File: src/rtl/trng_word_packer.sv
// Packs TRNG sampler slices into OUT_W-bit words (first slice in the MSBs) and
// queues them in a small first-word-fall-through buffer with drop accounting.
module trng_word_packer #(
    parameter int IN_W  = 1,
    parameter int OUT_W = 32,
    parameter int DEPTH = 4,
    parameter int CNT_W = 8
) (
    input  logic                       clk,
    input  logic                       rst,
    input  logic                       en,
    input  logic [IN_W-1:0]            in,
    input  logic                       clear,
    input  logic                       out_ready,
    output logic                       out_valid,
    output logic [OUT_W-1:0]           out,
    output logic [$clog2(DEPTH+1)-1:0] level,
    output logic                       full,
    output logic                       overflow,
    output logic [CNT_W-1:0]           drop_cnt
);
    localparam int SLICES = OUT_W / IN_W;
    localparam int SC_W   = (SLICES > 1) ? $clog2(SLICES) : 1;
    localparam int PTR_W  = $clog2(DEPTH);
    localparam int LVL_W  = $clog2(DEPTH + 1);

    logic [OUT_W-1:0] acc_q, acc_d;
    logic [SC_W-1:0]  cnt_q, cnt_d;
    logic [PTR_W-1:0] wr_ptr_q, wr_ptr_d;
    logic [PTR_W-1:0] rd_ptr_q, rd_ptr_d;
    logic [LVL_W-1:0] level_q, level_d;
    logic             overflow_q, overflow_d;
    logic [CNT_W-1:0] drop_cnt_q, drop_cnt_d;
    logic [OUT_W-1:0] mem_q [DEPTH];

    logic [OUT_W-1:0] word_next;
    logic [DEPTH-1:0] wr_en;
    logic             word_done, push, pop, drop, not_empty, is_full;

    // A single-slice word has nothing to shift in from the accumulator.
    generate
        if (SLICES > 1) begin : g_shift
            assign word_next = {acc_q[OUT_W-IN_W-1:0], in};
        end else begin : g_direct
            assign word_next = in;
        end
    endgenerate

    assign not_empty = (level_q != '0);
    assign is_full   = (level_q == LVL_W'(DEPTH));
    assign word_done = en && (cnt_q == SC_W'(SLICES - 1));
    assign pop       = not_empty && out_ready;
    // Popping on the same edge frees a slot, so a full queue can still accept.
    assign push      = word_done && (!is_full || pop);
    assign drop      = word_done && is_full && !pop;

    generate
        for (genvar gi = 0; gi < DEPTH; gi++) begin : g_wr_en
            assign wr_en[gi] = push && (wr_ptr_q == PTR_W'(gi));
        end
    endgenerate

    always_comb begin
        acc_d      = acc_q;
        cnt_d      = cnt_q;
        wr_ptr_d   = wr_ptr_q;
        rd_ptr_d   = rd_ptr_q;
        level_d    = level_q + LVL_W'(push) - LVL_W'(pop);
        overflow_d = overflow_q;
        drop_cnt_d = drop_cnt_q;

        if (en) begin
            acc_d = word_next;
            cnt_d = word_done ? '0 : cnt_q + SC_W'(1);
        end
        if (push) wr_ptr_d = wr_ptr_q + PTR_W'(1);
        if (pop)  rd_ptr_d = rd_ptr_q + PTR_W'(1);

        // A drop outranks a coincident clear: the count restarts at one.
        if (drop) begin
            overflow_d = 1'b1;
            if (clear)            drop_cnt_d = CNT_W'(1);
            else if (!(&drop_cnt_q)) drop_cnt_d = drop_cnt_q + CNT_W'(1);
        end else if (clear) begin
            overflow_d = 1'b0;
            drop_cnt_d = '0;
        end
    end

    always_ff @(posedge clk) begin
        if (rst) begin
            acc_q      <= '0;
            cnt_q      <= '0;
            wr_ptr_q   <= '0;
            rd_ptr_q   <= '0;
            level_q    <= '0;
            overflow_q <= 1'b0;
            drop_cnt_q <= '0;
        end else begin
            acc_q      <= acc_d;
            cnt_q      <= cnt_d;
            wr_ptr_q   <= wr_ptr_d;
            rd_ptr_q   <= rd_ptr_d;
            level_q    <= level_d;
            overflow_q <= overflow_d;
            drop_cnt_q <= drop_cnt_d;
        end
    end

    // Queue storage needs no reset: out is masked while the queue is empty.
    always_ff @(posedge clk) begin
        for (int i = 0; i < DEPTH; i++) begin
            if (!rst && wr_en[i]) mem_q[i] <= word_next;
        end
    end

    assign out_valid = not_empty;
    assign out       = not_empty ? mem_q[rd_ptr_q] : '0;
    assign level     = level_q;
    assign full      = is_full;
    assign overflow  = overflow_q;
    assign drop_cnt  = drop_cnt_q;
endmodule

File: config.mk
export PLATFORM = sky130hd
export DESIGN_NAME = trng_word_packer
export DESIGN_NICKNAME = d
export VERILOG_FILES = /design/src/rtl/trng_word_packer.sv
export SDC_FILE = /design/constraint.sdc
export NUM_CORES = 1
export LEC_CHECK = 0
export ABC_AREA = 1
export CAP_MARGIN = 20
export CELL_PAD_IN_SITES_DETAIL_PLACEMENT = 1
export CELL_PAD_IN_SITES_GLOBAL_PLACEMENT = 1
export CORE_AREA = 2 2 106 160
export DETAILED_ROUTE_END_ITERATION = 8
export DIE_AREA = 0 0 108 162
export PLACE_DENSITY = 0.85
export SETUP_SLACK_MARGIN = 0.2
export SYNTH_ARGS = -nofsm -noshare
export SYNTH_HDL_FRONTEND = slang
export SYNTH_SLANG_ARGS = --single-unit
export TNS_END_PERCENT = 20
File: constraint.sdc
create_clock -name clk -period 3.6 [get_ports clk]
set_input_delay 0.54 -clock clk [delete_from_list [all_inputs] [get_ports clk]]
set_output_delay 0.54 -clock clk [all_outputs]
set_load 0.01 [all_outputs]
---- After elaboration in Yosys (flattened, before gate mapping) ----
Memories as Yosys holds them, arrays and structs flattened. A register that Yosys moved wholly into a read port is not among the register bits.
Cells that the tools add are included.
storage, ports and cells
  register bits ........................... 52
  RAM bits ................................ 128
  output and inout port bits .............. 46
  word-level logic and storage cells ...... 72
  memories ................................ 1
cells by class
  $add $sub $neg .......................... 6
  equality and inequality tests ........... 6
  muxes and demuxes ....................... 27
  reduce and logical (&&, ||, !) cells .... 25
memories
  name   depth  width  rd ports  clocked after memory_dff  write ports  line  text
  mem_q  4      32     1         1                         1            34    logic [OUT_W-1:0] mem_q [DEPTH];
operators by type and width
  cell                                                                    number
  32-bit two-way mux                                                      4
  32-bit OR reduction                                                     3
  8-bit two-way mux                                                       4
  1-bit logical AND                                                       13
  1-bit two-way mux                                                       13
  2-bit two-way mux                                                       5
  8-bit by 1-bit adder with 8-bit output (second input constant)          1
  8-bit AND reduction                                                     1
  5-bit by 1-bit adder with 5-bit output (second input constant)          1
  5-bit equality test (second input constant)                             1
  5-bit two-way mux                                                       1
  2-bit by 1-bit adder with 2-bit output (second input constant)          2
  2-bit equality test (second input constant)                             2
  3-bit by 1-bit adder with 3-bit output                                  1
  3-bit equality test (second input constant)                             1
  1-bit zero test                                                         3
  3-bit nonzero test                                                      1
  3-bit by 1-bit subtractor with 3-bit output                             1
  2-bit by 1-bit equality test with 1-bit output (second input constant)  1
  2-bit zero test                                                         1
  2-bit inequality test (second input constant)                           1
  2-bit AND reduction                                                     1
  2-bit nonzero test                                                      1
  1-bit logical OR                                                        1

---- Longest topological paths before layout ----
  depth after elaboration ................. 12
  gate-level depth with buffers ........... 13
  mapped depth without buffers ............ 13

---- Least setup slack after synthesis ----
Ideal clock, no wire load.
  path type ............................... register to register
  from .................................... register cnt_q[1]
  to ...................................... memory mem_q[0][0] (enable)
  setup time .............................. 0.421 ns
  data arrival time ....................... 2.480 ns
  required time ........................... 3.179 ns
  slack ................................... 0.699 ns
  stages on the path, launching flop included .. 9
  clock period less this slack ............ 2.901 ns
  path through ............................ dfxtp_1 > ha_1 > nand2_1 > nor2_1 > ha_1 > nand2_4 > inv_2 > nand2_2 > nor2_1
between the ends
  longest elaborated chain between the ends .. 11
ends and longest elaborated chain
  element                                                                         line  text
  start: declaration                                                              28    logic [SC_W-1:0] cnt_q, cnt_d;
  start signal: assignment                                                        101   cnt_q <= cnt_d;
  5-bit equality test (*)                                                         51    assign word_done = en && (cnt_q == SC_W'(SLICES - 1));
  1-bit logical AND (*)                                                           51
  1-bit logical AND (*)                                                           54    assign push = word_done && (!is_full || pop);
  1-bit logical AND                                                               59    assign wr_en[gi] = push && (wr_ptr_q == PTR_W'(gi));
  1-bit logical AND                                                               113   if (!rst && wr_en[i]) mem_q[i] <= word_next;
  1-bit two-way mux                                                               113
  1-bit two-way mux (not written as such)                                         113
  32-bit OR reduction (no line)                                                   -
  2-bit two-way mux (no line) or 1-bit two-way mux (tied branches) (3 in series)  -
  end: declaration                                                                34
Every way passes the cells marked *; elsewhere a longest branch is shown, timed or not.

==> results.md <==
- Outcome: complete, no violations
- H-tree depth reported by CTS: 4
- Critical Path Fanout Max: 34
- Sink Count: 182
- WP data arrival: 2.63 ns
- Clock skew: 0.008792 ns
- Syn_nets: 696
- Cts hold-fix bufs: 0
- Initial antenna violation count: 0
- Power per cell area: 692.3 mW/mm^2
- FF-to-FF setup slack: 0.98 ns
- Share of cells above drive strength 1: 10.69%
- Site Rows: 57
- Final setup violation count: 0
- WHS Endpoint: overflow
- Overall routing resource usage: 23.07%
- Worst-Margin Slew: 0.7531 ns
- Max Fclk: 315.8 MHz
- Port Buffer Count: 51
- Remaining Overflow, GRT: 0
- Final routed DRC violation total: 0
- Worst EP required: 3.06 ns
- Max-slew violation count: 0
- Final hold viol count: 0
- Clk_lat worst skew: 0.43 ns
- Worst R2R End: level[2]
- WHS: 0.4845 ns
- Cell count after synthesis: 681
- Via density: 5.473
- Cell count along the critical path: 6
- Critical path's slowest cell: dfxtp_4
- Crit. End Element: primary output
- Root Buffer: clkbuf_16
- RSZ-0062 raised after global routing: no
- CTS tree: built
- Crit-path most repeated cell: nor2_1
- VDD IR-drop max: 0.2755 mV
- CTS clk-pin slew, worst paths: 0.07 ns
- Final WL: 18990 microns
- Synthesized flop and latch total: 182
- Yosys cell types: 30
- Routed len/inst: 20.09 microns
- Dpl cells: 913
- Sequential share of the synthesized area: 67.58%
- Die Y: 162 microns
- Total number of yosys warnings: 0
- Crit start category: flop
- N_diodes: 0
- # nets final: 741
- Worst path cell trace: buf_4 > nor2_1 > nor2_1 > o21ai_1 > a21oi_1 > clkdlybuf4s50_1
- Initial Util: 45.41%
- Fin Setup TNS: 0 ns
- Post-synthesis async set-or-reset flop share: 0%
- Die Footprint: 0.01750 sq mm
- CTS Buffer Depth: 2
- Number of flops mapped to enable cells by yosys: 128
- Multi-input logic area: 0.002115 sq mm
- Core area: 0.01605 sq mm
- Die Span X: 108 microns
- Pleak: 3.007 nW
- GR Layer Usage met3: 4.294%
- Layout area overhead: 18.06%
- Hold Crit Depth: 2
- Vias in the first global route: 5841
- Buffers and inverters on the worst path: 2
- DRT iter0 DRCs: 253
- Reg2reg start: cnt_q[1]
- Worst min-delay path class: reg -> reg
- Pin count of the biggest net entering global routing: 65
- Non-Filler Instances: 945
- Fill cells: 1721
- Vias: 5172
- DP HPWL: 11090 microns
- R2r worst-path depth: 13
- GRT Max-Usage Layer: met2
- Met2 usage: 41.85%
- Num ports: 52
- GPL Wtd Cong: 0.8003
- Crit path kind: reg -> out
- Crit share post-route: 87.96%
- Synth Flop Type: edfxtp_1
- Min Tclk post-route: 3.167 ns
- Mapped Area: 0.007287 sq mm
- Hold Startpoint: overflow
- Pre-antenna DRT Iters: 4
- Max-Cap Viols: 0
- Slew headroom: 49.72%
- Final ANT Viol Nets: 0
- Setup WS post-layout: 0.4334 ns
- First-pass GRT wire length: 30620 microns
- GR Layer Usage met1: 25.63%
- Worst path max stage delay: 0.59 ns
- Storage cell area: 0.004928 sq mm
- TritonCTS Buffers: 17
- Critical path's top delay family: buffers and inverters
- Synthesized area per cell: 10.70 sq um
- Worst slack at placement: 0.5668 ns
[cell usage after synthesis, types with 6 or more instances]
cell type | number | area [sq um]
edfxtp_1 | 128 | 3844
a21oi_1 | 43 | 215.2
nand2_1 | 33 | 123.9
o21ai_0 | 54 | 270.3
nor3_1 | 6 | 30.03
o21ai_1 | 47 | 235.2
nand2_2 | 7 | 43.79
buf_2 | 11 | 55.05
clkbuf_1 | 16 | 60.06
inv_2 | 9 | 33.78
nand3_1 | 8 | 40.04
dfxtp_1 | 54 | 1081
ha_1 | 8 | 100.1
a21oi_2 | 7 | 61.31
nor2_1 | 208 | 780.8
buf_4 | 8 | 60.06
inv_1 | 13 | 48.80
[layer usage]
metal	vias up	wire length [microns]	part of all wire, %
li1	2414	-	-
met1	2581	7275	38
met2	134	10300	54
met3	43	772	4.1
met4	0	640	3.4
met5	-	0	0
[stage by stage]
step | instance area, sq um | total power [mW] | util, %
5_1_grt | 8603 | 6.209 | 53.61
3_5_place_dp | 7966 | 4.001 | 49.65
2_1_floorplan | 7287 | 3.248 | -
4_1_cts | 8598 | 6.002 | 53.58
6_report | 8603 | 5.956 | 53.61
3_3_place_gp | 7966 | 3.935 | 49.65
[cell type report]
class	instances	area share, %
Clock inverter	13	2.283
Timing Repair Buffer	61	6.806
Multi-Input combinational cell	442	24.58
Sequential cell	182	57.29
Inverter	22	1.018
Clock buffer	19	5.032
Tap cell	206	2.996
[report_power, final]
part,switching [mW],internal [mW],total (mW),leakage (nW)
Clock,0.826,1.18,2.00,0.304
Sequential,0.121,2.29,2.41,1.62
Combinational,0.862,0.677,1.54,1.09
[state kept, by name, summed over array words and instances (netlist names), named ones only]
name,flops
mem_q,128
acc_q,31
drop_cnt,8
cnt_q,5
level,3
rd_ptr_q,2
wr_ptr_q,2
overflow,1
[timing repair]
item,CTS,global route
buffers inserted,0,0
setup endpoints to repair,12,17
gates resized for setup,1,3
[worst min-delay path: cells and delay by family (launching register included)]
family	cells	cell delay, ns
flops	1	0.32
compound gates	1	0.06
simple gates	1	0.06
[worst max path at each step]
stage,slack [ns],startpoint,end
final,0.43,flop,out[9]
after global routing,0.29,flop,out[1]
after CTS,0.17,flop,out[8]
after detailed placement,0.57,flop,out[29]
after global placement,0.71,flop,out[9]
after floorplan,0.70,cnt_q[1],mem_q[0][0]
[cell usage in the layout, fill, tap and decap left out, types with 2 or more instances in the layout]
cell type	count
inv_4	2
nand2_1	33
buf_4	10
inv_6	3
nor2_2	6
clkinv_4	3
inv_1	13
bufinv_16	4
clkbuf_1	2
nor2_4	4
nand3_1	8
o21ai_1	47
a21oi_1	43
clkbuf_16	17
nand4_1	4
dfxtp_1	53
o21ai_0	54
nor3_1	6
nand2_4	2
nand2_2	7
clkdlybuf4s50_1	51
a21oi_2	7
edfxtp_1	128
ha_1	8
nor2_1	204
inv_2	7
[cell families (layout without fill, tap and decap cells)]
family | Yosys count | count (layout) | synth area share [%]
DFF | 182 | 182 | 67.58
adders and majority gates | 9 | 9 | 1.648
and+or+nand+nor | 280 | 280 | 16.31
buffers and inverters | 57 | 115 | 3.537
AOI/OAI and AO/OA | 153 | 153 | 10.92
Power figures use the tool's default switching activity.
